<file path="config.mk">
export PLATFORM = sky130hd
export DESIGN_NAME = fp_op_sequencer
export DESIGN_NICKNAME = d
export VERILOG_FILES = /design/src/rtl/fp_op_sequencer.sv
export SDC_FILE = /design/constraint.sdc
export NUM_CORES = 1
export LEC_CHECK = 0
export ABC_AREA = 1
export CORE_MARGIN = 2
export CORE_UTILIZATION = 44
export DETAILED_ROUTE_END_ITERATION = 6
export GPL_TIMING_DRIVEN = 0
export PLACE_DENSITY_LB_ADDON = 0.3
export SYNTH_ARGS = -nofsm -noshare
export SYNTH_HDL_FRONTEND = slang
export SYNTH_SLANG_ARGS = --single-unit
export TNS_END_PERCENT = 5
</file>
<file path="constraint.sdc">
create_clock -name in_clk -period 8.7 [get_ports in_clk]
set_clock_uncertainty 0.15 [all_clocks]
set_input_delay 1.74 -clock in_clk [delete_from_list [all_inputs] [get_ports in_clk]]
set_output_delay 1.74 -clock in_clk [all_outputs]
set_load 0.01 [all_outputs]
</file>
<file path="src/rtl/fp_op_sequencer.sv">
// rtl/fp_op_sequencer.sv - FP op sequencer: issue capture, FPU launch, writeback, sticky fflags (optional watchdog: FPSEQ_TIMEOUT_EN)
module fp_op_sequencer #(
    parameter int DATA_W         = 32,
    parameter int OP_W           = 5,
    parameter int TIMEOUT_CYCLES = 64
) (
    input  logic              in_clk,
    input  logic              in_rst,
    input  logic              in_issue_valid,
    output logic              out_issue_ready,
    input  logic [OP_W-1:0]   in_fp_op,
    input  logic [DATA_W-1:0] in_src_a,
    input  logic [DATA_W-1:0] in_src_b,
    input  logic [4:0]        in_rd,
    input  logic              in_dest_int,
    input  logic              in_flush,
    output logic              out_stall,
    output logic              out_fpu_start,
    output logic [OP_W-1:0]   out_fpu_op,
    output logic [DATA_W-1:0] out_fpu_a,
    output logic [DATA_W-1:0] out_fpu_b,
    input  logic              in_fpu_done,
    input  logic [DATA_W-1:0] in_fpu_result,
    input  logic [4:0]        in_fpu_flags,
    output logic              out_wb_valid,
    input  logic              in_wb_ready,
    output logic [4:0]        out_wb_rd,
    output logic              out_wb_int,
    output logic [DATA_W-1:0] out_wb_data,
    input  logic              in_fflags_clr,
    output logic [4:0]        out_fflags,
    output logic              out_timeout
);

    typedef enum logic [2:0] {
        S_IDLE   = 3'd0,
        S_LAUNCH = 3'd1,
        S_WAIT   = 3'd2,
        S_WB     = 3'd3,
        S_DRAIN  = 3'd4
    } state_t;

    state_t state, next_state;

    logic [OP_W-1:0]   op_q;
    logic [DATA_W-1:0] a_q;
    logic [DATA_W-1:0] b_q;
    logic [4:0]        rd_q;
    logic              int_q;
    logic [DATA_W-1:0] res_q;
    logic [4:0]        flags_q;
    logic [4:0]        fflags_q;

    logic capture;
    logic latch_res;
    logic commit;
    logic start;

`ifdef FPSEQ_TIMEOUT_EN
    localparam int CNT_W = (TIMEOUT_CYCLES > 2) ? $clog2(TIMEOUT_CYCLES) : 1;
    localparam logic [CNT_W-1:0] CNT_MAX = CNT_W'(TIMEOUT_CYCLES - 1);

    logic [CNT_W-1:0] cnt_q;
    logic             timeout_q;
    logic             cnt_expired;
    logic             fire_timeout;

    assign cnt_expired = (cnt_q == CNT_MAX);

    // Watchdog counter: cleared at launch, counts WAIT/DRAIN cycles, saturates at the limit
    always_ff @(posedge in_clk or posedge in_rst) begin
        if (in_rst) begin
            cnt_q     <= '0;
            timeout_q <= 1'b0;
        end else begin
            if (state == S_LAUNCH) begin
                cnt_q <= '0;
            end else if ((state == S_WAIT || state == S_DRAIN) && !cnt_expired) begin
                cnt_q <= cnt_q + 1'b1;
            end
            if (fire_timeout) begin
                timeout_q <= 1'b1;
            end
        end
    end

    assign out_timeout = timeout_q;
`else
    // Watchdog compiled out; a zero or negative limit is the only way this reads high
    assign out_timeout = (TIMEOUT_CYCLES < 1);
`endif

    // State register
    always_ff @(posedge in_clk or posedge in_rst) begin
        if (in_rst) begin
            state <= S_IDLE;
        end else begin
            state <= next_state;
        end
    end

    // Next-state and control strobes; flush always has priority over progress
    always_comb begin
        next_state = state;
        capture    = 1'b0;
        latch_res  = 1'b0;
        commit     = 1'b0;
        start      = 1'b0;
`ifdef FPSEQ_TIMEOUT_EN
        fire_timeout = 1'b0;
`endif
        case (state)
            S_IDLE: begin
                if (in_issue_valid && !in_flush) begin
                    capture    = 1'b1;
                    next_state = S_LAUNCH;
                end
            end
            S_LAUNCH: begin
                if (in_flush) begin
                    next_state = S_IDLE;
                end else begin
                    start      = 1'b1;
                    next_state = S_WAIT;
                end
            end
            S_WAIT: begin
                if (in_flush) begin
                    next_state = S_DRAIN;
                end else if (in_fpu_done) begin
                    latch_res  = 1'b1;
                    next_state = S_WB;
                end
`ifdef FPSEQ_TIMEOUT_EN
                else if (cnt_expired) begin
                    fire_timeout = 1'b1;
                    next_state   = S_IDLE;
                end
`endif
            end
            S_WB: begin
                if (in_flush) begin
                    next_state = S_IDLE;
                end else if (in_wb_ready) begin
                    commit     = 1'b1;
                    next_state = S_IDLE;
                end
            end
            S_DRAIN: begin
                if (in_fpu_done) begin
                    next_state = S_IDLE;
                end
`ifdef FPSEQ_TIMEOUT_EN
                else if (cnt_expired) begin
                    fire_timeout = 1'b1;
                    next_state   = S_IDLE;
                end
`endif
            end
            default: begin
                next_state = S_IDLE;
            end
        endcase
    end

    // Operand capture at issue and result/flag latch on FPU completion
    always_ff @(posedge in_clk or posedge in_rst) begin
        if (in_rst) begin
            op_q    <= '0;
            a_q     <= '0;
            b_q     <= '0;
            rd_q    <= '0;
            int_q   <= 1'b0;
            res_q   <= '0;
            flags_q <= '0;
        end else begin
            if (capture) begin
                op_q  <= in_fp_op;
                a_q   <= in_src_a;
                b_q   <= in_src_b;
                rd_q  <= in_rd;
                int_q <= in_dest_int;
            end
            if (latch_res) begin
                res_q   <= in_fpu_result;
                flags_q <= in_fpu_flags;
            end
        end
    end

    // Sticky exception flags; a same-cycle clear is applied before the committing op's flags
    always_ff @(posedge in_clk or posedge in_rst) begin
        if (in_rst) begin
            fflags_q <= '0;
        end else if (commit) begin
            fflags_q <= (in_fflags_clr ? 5'b0 : fflags_q) | flags_q;
        end else if (in_fflags_clr) begin
            fflags_q <= '0;
        end
    end

    assign out_issue_ready = (state == S_IDLE);
    assign out_stall       = (state != S_IDLE);
    assign out_fpu_start   = start;
    assign out_fpu_op      = op_q;
    assign out_fpu_a       = a_q;
    assign out_fpu_b       = b_q;
    assign out_wb_valid    = (state == S_WB);
    assign out_wb_rd       = rd_q;
    assign out_wb_int      = int_q;
    assign out_wb_data     = res_q;
    assign out_fflags      = fflags_q;

endmodule

</file>
==> impl_metrics.ini, run 1 <==
[clocking]
cts_hold_buf = 0
clk_pin_slew_worst_paths_ps = 50
clk_path_buf_depth = 2
htreeDepth = 4
cts_tree = built
cts_made_buffers = 17
cts-root-buf = clkbuf_8
post-cts-setup-buffers = 0
clk_latency_ps = 510
ctsResizeCount = 0
cts.sinks = 120

[routing]
drc_errors = 0
num_vias = 4352
wirelength_mm = 13.79
drt_iter0_markers = 241
wl_per_cell_um = 14.74
drtAntennaViolNets = 0
first_pass_iters = 4
vias_per_cell = 4.655

[global_route]
grt_usage_pct = 23.88
grt_max_degree = 65
top_usage_layer = met2
met1_usage_pct = 26.18
grt_util_met3_pct = 9.524
antenna_found_initial = 0
grt_first_pass_wirelength_mm = 21.89
gr-usage-met2_pct = 41.19
grt_pass1_vias = 4582
grt-ovfl-total = 0

[place]
port_buffers = 234
pre_cts_ws_ps = 3700
hpwl_mm = 10.38
placed_cell_area_mm2 = 0.007493
gp_congestion = 0.8238

[power]
p_leak_uw = 0.003999
combPwrFrac_pct = 40.4
peakVddDrop_v = 0.0001837
p_per_area_mw_per_mm2 = 342.1
power.share.switching_pct = 31.60
p_clk_share_pct = 24.8
p_int_uw = 1889
seqPwrFrac_pct = 34.7
p_switching_uw = 872.8

[layout]
drive_above_1_share_pct = 10.69
fin_nets = 904
final_area_mm2 = 0.008074
final_cell_mix = clkdlybuf4s50_1, inv_1, dfrtp_1
area_delta_synth_final_pct = 63.33
layout_commonest_cell = clkdlybuf4s50_1
fill_cells = 781
diodes = 0
utilization_pct = 74.16

[floorplanning]
ios = 236
dieArea_mm2 = 0.01210
core_mm2 = 0.01089
die_h_um = 110.0
start_util_pct = 45.40
die_w_um = 110.0
row_count = 38

[timing]
fmax_mhz = 200.0
hold_violations = 0
worst_slack_ps = 3699
worst_pin_slew_ps = 540.4
finalMaxSlewViolations = 0
post-route-period-util_pct = 57.48
finalSetupViolCount = 0
relSlewSlack_pct = 63.97
min_period_ps = 5001
rsz0062_at_grt = no
final.setup.tns_ps = 0

[hold_path]
min_from = out_fpu_b[11]
min_path_type = reg -> reg
hold_depth = 2

[setup_path]
ff2ff_path_depth = 5
critPathKind = in -> out
path_max_fanout = 3
crit_path_start = in_flush
required_ps = 6810
cp-end-kind = primary output
reg2reg_from = state[0]
crit_path_start_kind = primary input
arrival_ps = 3110

[logic_synthesis]
ys_seq_area_share_pct = 60.74
yosysWarnings = 0
syn_avg_cell_area_um2 = 9.310
syn_area_mm2 = 0.004943
ys_ff_latch = 120
synth_cell_types = 24
syn_inst = 531
synth_nets = 650

[run_status]
status = completed

[run]
drv_cap = 0
## metal layers
layer	vias up	part of all wire, %
li1	2108	-
met1	2032	37
met2	188	50
met3	24	11
met4	0	2.3
met5	-	0
## worst max-delay path: stages
cell and delay [ps]:
clkdlybuf4s50_1 450, nor2_1 180, inv_1 80, nor2_1 110
clkdlybuf4s50_1 550
## flip-flops by register name, indices dropped and copies added (netlist names)
register / count
out_fpu_op: 5
out_wb_rd: 5
state: 3
out_fpu_a: 32
out_wb_int: 1
out_wb_data: 32
flags_q: 5
out_fflags: 5
out_fpu_b: 32
## path summary, 6_finish.rpt
check	endpoint	slack, ps
max	out_fpu_start	3700
min	out_fpu_b[11]	330
max reg2reg	out_wb_data[14]	7030
min reg2reg	out_fpu_b[11]	330
max in group asynchronous	out_fpu_a[7]	6180
min in group asynchronous	out_wb_data[10]	1510
## logic make-up after synthesis
family                 after synthesis  share of synthesized area [%]
buffers and inverters              152                          13.46
and+or+nand+nor                    139                          11.64
AOI/OAI and AO/OA                  119                          14.07
other                                1                        0.07586
DFF                                120                          60.74
## cell usage after synthesis
master / instances / area share, %
a21oi_1: 5 / 0.51
buf_2: 6 / 0.61
buf_4: 1 / 0.15
buf_6: 11 / 2.5
clkbuf_1: 6 / 0.46
clkbuf_2: 1 / 0.10
conb_1: 1 / 0.076
dfrtp_1: 120 / 61
inv_1: 126 / 9.6
inv_2: 1 / 0.076
nand2_1: 113 / 8.6
nand2_2: 6 / 0.76
nand3_1: 6 / 0.61
nand3_4: 1 / 0.35
nand3b_1: 1 / 0.15
nand4_1: 1 / 0.13
nor2_1: 8 / 0.61
nor2_2: 1 / 0.13
nor2_4: 1 / 0.23
nor3_1: 1 / 0.10
o21ai_0: 33 / 3.3
o21ai_1: 51 / 5.2
o21ai_2: 25 / 4.4
o22ai_1: 5 / 0.63
## cell type report
cell class | instances | area, µm² | share of cell area, %
flip-flops and latches | 120 | 3003 | 37.19
clock inverters | 9 | 125.1 | 1.550
clock buffers | 20 | 455.4 | 5.641
repair buffers | 235 | 2370 | 29.35
inverters | 127 | 481.7 | 5.966
plain buffers | 25 | 188.9 | 2.340
multi-input cells | 259 | 1275 | 15.79
well taps | 140 | 175.2 | 2.170
## through the flow
step	hold WS, ps	instances	total power [µW]
5_1_grt	345.5	935	2932
3_3_place_gp	312.8	905	2043
3_5_place_dp	316.3	906	2091
6_report	327.9	935	2762
2_1_floorplan	331.5	531	1411
4_1_cts	330.1	935	2793
## power groups by stage
stage | Sequential, µW | Combinational (µW) | Clock [µW]
global route | 986 | 1220 | 727
finish | 959 | 1120 | 686
detailed placement | 963 | 1130 | 0
global placement | 952 | 1090 | 0
floorplan | 1070 | 345 | 0
CTS | 960 | 1140 | 697
(Power assumes the default switching activity.)
==> run 2: changes to the inputs <==
CORE_UTILIZATION = 37   (was 44)
clock period = 4.1 ns   (was 8.7 ns; I/O delays follow)
==> impl_metrics.ini, run 2 (synthesis results as in run 1) <==
[setup_path]
cp-end-kind = primary output
crit_path_start_kind = primary input
path_cells = clkdlybuf4s50_1 -> nor2_1 -> inv_1 -> nor2_1 -> clkdlybuf4s50_1
path_max_fanout = 3
arrival_ps = 2160
cpPeakStageDelay_ps = 540
critPathKind = in -> out
cpLargestDelayFamily = buffers and inverters
critical-path-slowest-cell = clkdlybuf4s50_1
cp.buffers_inverters = 3
required_ps = 3130

[clocking]
clk_pin_slew_worst_paths_ps = 50
cts-root-buf = clkbuf_16
clk_path_buf_depth = 2
post-cts-setup-buffers = 0
cts_hold_buf = 0
clk_latency_ps = 410
cts_tree = built
htreeDepth = 4
cts_made_buffers = 17
ctsResizeCount = 0
cts.sinks = 120

[layout]
area_delta_synth_final_pct = 64.57
layout_commonest_cell = clkdlybuf4s50_1
drive_above_1_share_pct = 10.66
final_cell_mix = clkdlybuf4s50_1, inv_1, dfrtp_1
final_area_mm2 = 0.008135
layout.cells.non_filler = 973
diodes = 0
fin_nets = 905

[floorplanning]
die_h_um = 119.6
row_count = 42
start_util_pct = 37.63
ios = 236
die_w_um = 119.6
dieArea_mm2 = 0.01430
core_mm2 = 0.01314

[run_status]
status = completed

[global_route]
grt_pass1_vias = 4510
grt_first_pass_wirelength_mm = 22.45
grt_max_degree = 45
grt_usage_pct = 20.22
antenna_found_initial = 0
grt-ovfl-total = 0

[routing]
drtAntennaViolNets = 0
vias_per_cell = 4.459
drt_iter0_markers = 168
wl_per_cell_um = 14.12
drc_errors = 0
wirelength_mm = 13.74
num_vias = 4339
first_pass_iters = 5

[power]
p_leak_uw = 0.004001
peakVddDrop_v = 0.0004099
p_per_area_mw_per_mm2 = 722.0

[timing]
post-route-period-util_pct = 76.26
fmax_mhz = 319.8
worst_pin_slew_ps = 895.3
hold_violations = 0
final.setup.tns_ps = 0
relSlewSlack_pct = 40.19
min_period_ps = 3127
rsz0062_at_grt = no
finalMaxSlewViolations = 0
finalSetupViolCount = 0
worst_slack_ps = 973.3

[place]
pre_cts_ws_ps = 980.5
hpwl_mm = 10.32
gp_congestion = 0.7897
placed_cell_area_mm2 = 0.007550
placed_cells = 943
port_buffers = 234

[hold_path]
min_path_type = reg -> reg

[run]
drv_cap = 0
run 2: routing by layer:
metal	vias up	share of wire, %	track usage (%)
met3	13	9.3	9.173
met1	2029	41	23.98
li1	2115	-	-
met5	-	0	0
met4	0	1.1	5.662
met2	182	48	33.25
run 2: power breakdown:
group	total (µW)	internal, µW	switching (µW)
registers	2040	1730	308
logic	2360	1320	1040
clock network	1480	975	502
total	5870	4030	1850
run 2: final timing paths:
| path | from | endpoint | slack, ps | cells after the start |
|---|---|---|---|---|
| worst max-delay path | in_flush | out_fpu_start | 970 | 5 |
| worst max register to register | state[1] | out_fpu_b[21] | 2400 | 6 |
| min in group asynchronous | in_rst | out_fpu_a[27] | 800 | 2 |
| max in group asynchronous | in_rst | out_wb_data[20] | 2300 | 3 |
| worst min-delay path | out_fpu_b[1] | out_fpu_b[1] | 330 | 2 |
| worst min register to register | out_fpu_b[1] | out_fpu_b[1] | 330 | 2 |
run 2: area by class of cell:
type | count | area (µm²)
Clock buffer | 21 | 460.4
Tap cell | 176 | 220.2
Clock inverter | 9 | 125.1
Multi-Input combinational cell | 259 | 1275
Inverter | 127 | 480.5
Fill cell | 1093 | 5002
Timing Repair Buffer | 236 | 2382
Sequential cell | 120 | 3003
Buffer | 25 | 188.9
run 2: worst min-delay path, stage by stage, from the launching register on:
cell and delay [ps]:
dfrtp_1 340, nand2_1 60, o21ai_2 50
run 2: metrics by stage:
stage	power, µW	util, %	hold slack, ps
detailed placement	4433	57.47	318.6
global route	6248	61.92	345.7
CTS	5943	61.92	330.8
floorplan	2995	-	331.5
global placement	4350	57.16	314.7
finish	5874	61.92	328.2
==> run 3: changes to the inputs <==
clock period = 2.6 ns   (was 4.1 ns; I/O delays follow)
==> impl_metrics.ini, run 3 (synthesis results as in run 1) <==
[setup_path]
critical-path-slowest-cell = clkdlybuf4s50_1
crit_path_start_kind = primary input
critPathKind = in -> out
path_common_cell = clkdlybuf4s50_1
arrival_ps = 1810
rrSetupSlack_ps = 910
path_cells = clkdlybuf4s50_1 -> nor2_2 -> inv_1 -> nor2_1 -> clkdlybuf4s50_1
path_max_fanout = 3
cp-end-kind = primary output
cpPeakStageDelay_ps = 540
required_ps = 1930
cp.buffers_inverters = 3
cpLargestDelayFamily = buffers and inverters

[global_route]
grt_first_pass_wirelength_mm = 22.45
gr-usage-met2_pct = 33.25
met1_usage_pct = 23.98
grt-ovfl-total = 0
grt_usage_pct = 20.22
grt_pass1_vias = 4510
grt_util_met3_pct = 9.173
top_usage_layer = met2
antenna_found_initial = 0
grt_max_degree = 45

[place]
gp_congestion = 0.7897
port_buffers = 234
placed_cells = 943
pre_cts_ws_ps = 80.51
hpwl_mm = 10.32
placed_cell_area_mm2 = 0.007550

[routing]
first_pass_iters = 5
drc_errors = 0
drtAntennaViolNets = 0
num_vias = 4339
wirelength_mm = 13.72
wl_per_cell_um = 14.10
vias_per_cell = 4.459
drt_iter0_markers = 169

[hold_path]
min_path_type = reg -> reg

[layout]
area_delta_synth_final_pct = 64.62
drive_above_1_share_pct = 10.79
layout.cells.non_filler = 973
fin_nets = 905
layout_commonest_cell = clkdlybuf4s50_1
final_area_mm2 = 0.008138
final_cell_mix = clkdlybuf4s50_1, inv_1, dfrtp_1
diodes = 0

[timing]
rsz0062_at_grt = no
relSlewSlack_pct = 40.18
worst_pin_slew_ps = 895.4
worst_slack_ps = 115.4
post-route-period-util_pct = 95.56
final.setup.tns_ps = 0
finalSetupViolCount = 0
min_period_ps = 2485
finalMaxSlewViolations = 0
fmax_mhz = 402.5
hold_violations = 0

[clocking]
post-cts-setup-buffers = 0
cts_tree = built
cts.sinks = 120
cts-root-buf = clkbuf_16
clk_latency_ps = 410
htreeDepth = 4
clk_pin_slew_worst_paths_ps = 50
clk_path_buf_depth = 2
cts_made_buffers = 17

[floorplanning]
core_mm2 = 0.01314
die_w_um = 119.6
dieArea_mm2 = 0.01430
row_count = 42
start_util_pct = 37.63
die_h_um = 119.6
ios = 236

[power]
peakVddDrop_v = 0.0006477
p_per_area_mw_per_mm2 = 1138
p_leak_uw = 0.004001

[run]
drv_cap = 0

[run_status]
status = completed
run 3: cell types whose count changed in the layout (fill, tap and decap cells not counted):
cell	before	now
nor2_2	1	2
nor2_1	8	7
run 3: power by group:
| group | total (µW) | internal (µW) | switching [µW] |
|---|---|---|---|
| clock | 2330 | 1540 | 794 |
| combinational | 3720 | 2090 | 1630 |
| sequential | 3210 | 2720 | 485 |
| total | 9260 | 6350 | 2910 |
run 3: path summary, 6_finish.rpt:
| path | from | cells past startpoint | to |
|---|---|---|---|
| min | out_fpu_b[1] | 2 | out_fpu_b[1] |
| max reg2reg | state[1] | 6 | out_fpu_b[21] |
| max | in_flush | 5 | out_fpu_start |
| max in group asynchronous | in_rst | 3 | out_wb_data[20] |
| min reg2reg | out_fpu_b[1] | 2 | out_fpu_b[1] |
| min in group asynchronous | in_rst | 2 | out_fpu_a[27] |
run 3: through the flow:
step	hold slack, ps	total power [µW]	util (%)
after floorplan	331.5	4724	-
after global placement	314.7	6859	57.16
after detailed placement	318.6	6990	57.47
after CTS	330.8	9372	61.92
after global routing	345.7	9853	61.94
final	328.2	9263	61.94
run 3: layer usage:
layer | part of all wire [%] | wire length [µm] | vias up
li1 | - | - | 2115
met5 | 0 | 0 | -
met2 | 48 | 6650 | 182
met4 | 1.1 | 154 | 0
met3 | 9.6 | 1315 | 13
met1 | 41 | 5599 | 2029
run 3: tightest hold or removal path: cells and delay by family, from the launching register on:
family          cells  cell delay (ps)
compound gates      1               50
simple gates        1               60
flops               1              340
run 3: area by class of cell:
cell class	count	area [µm²]
Multi-Input combinational cell	259	1277
Clock inverter	9	125.1
Sequential cell	120	3003
Tap cell	176	220.2
Inverter	127	480.5
Fill cell	1093	5000
Buffer	25	188.9
Timing Repair Buffer	236	2382
Clock buffer	21	460.4
run 3: timing repair:
| action | CTS | global route |
|---|---|---|
| hold buffers | 0 | 0 |
| resized for setup | 0 | 1 |
| endpoints found under the setup margin | 0 | 1 |
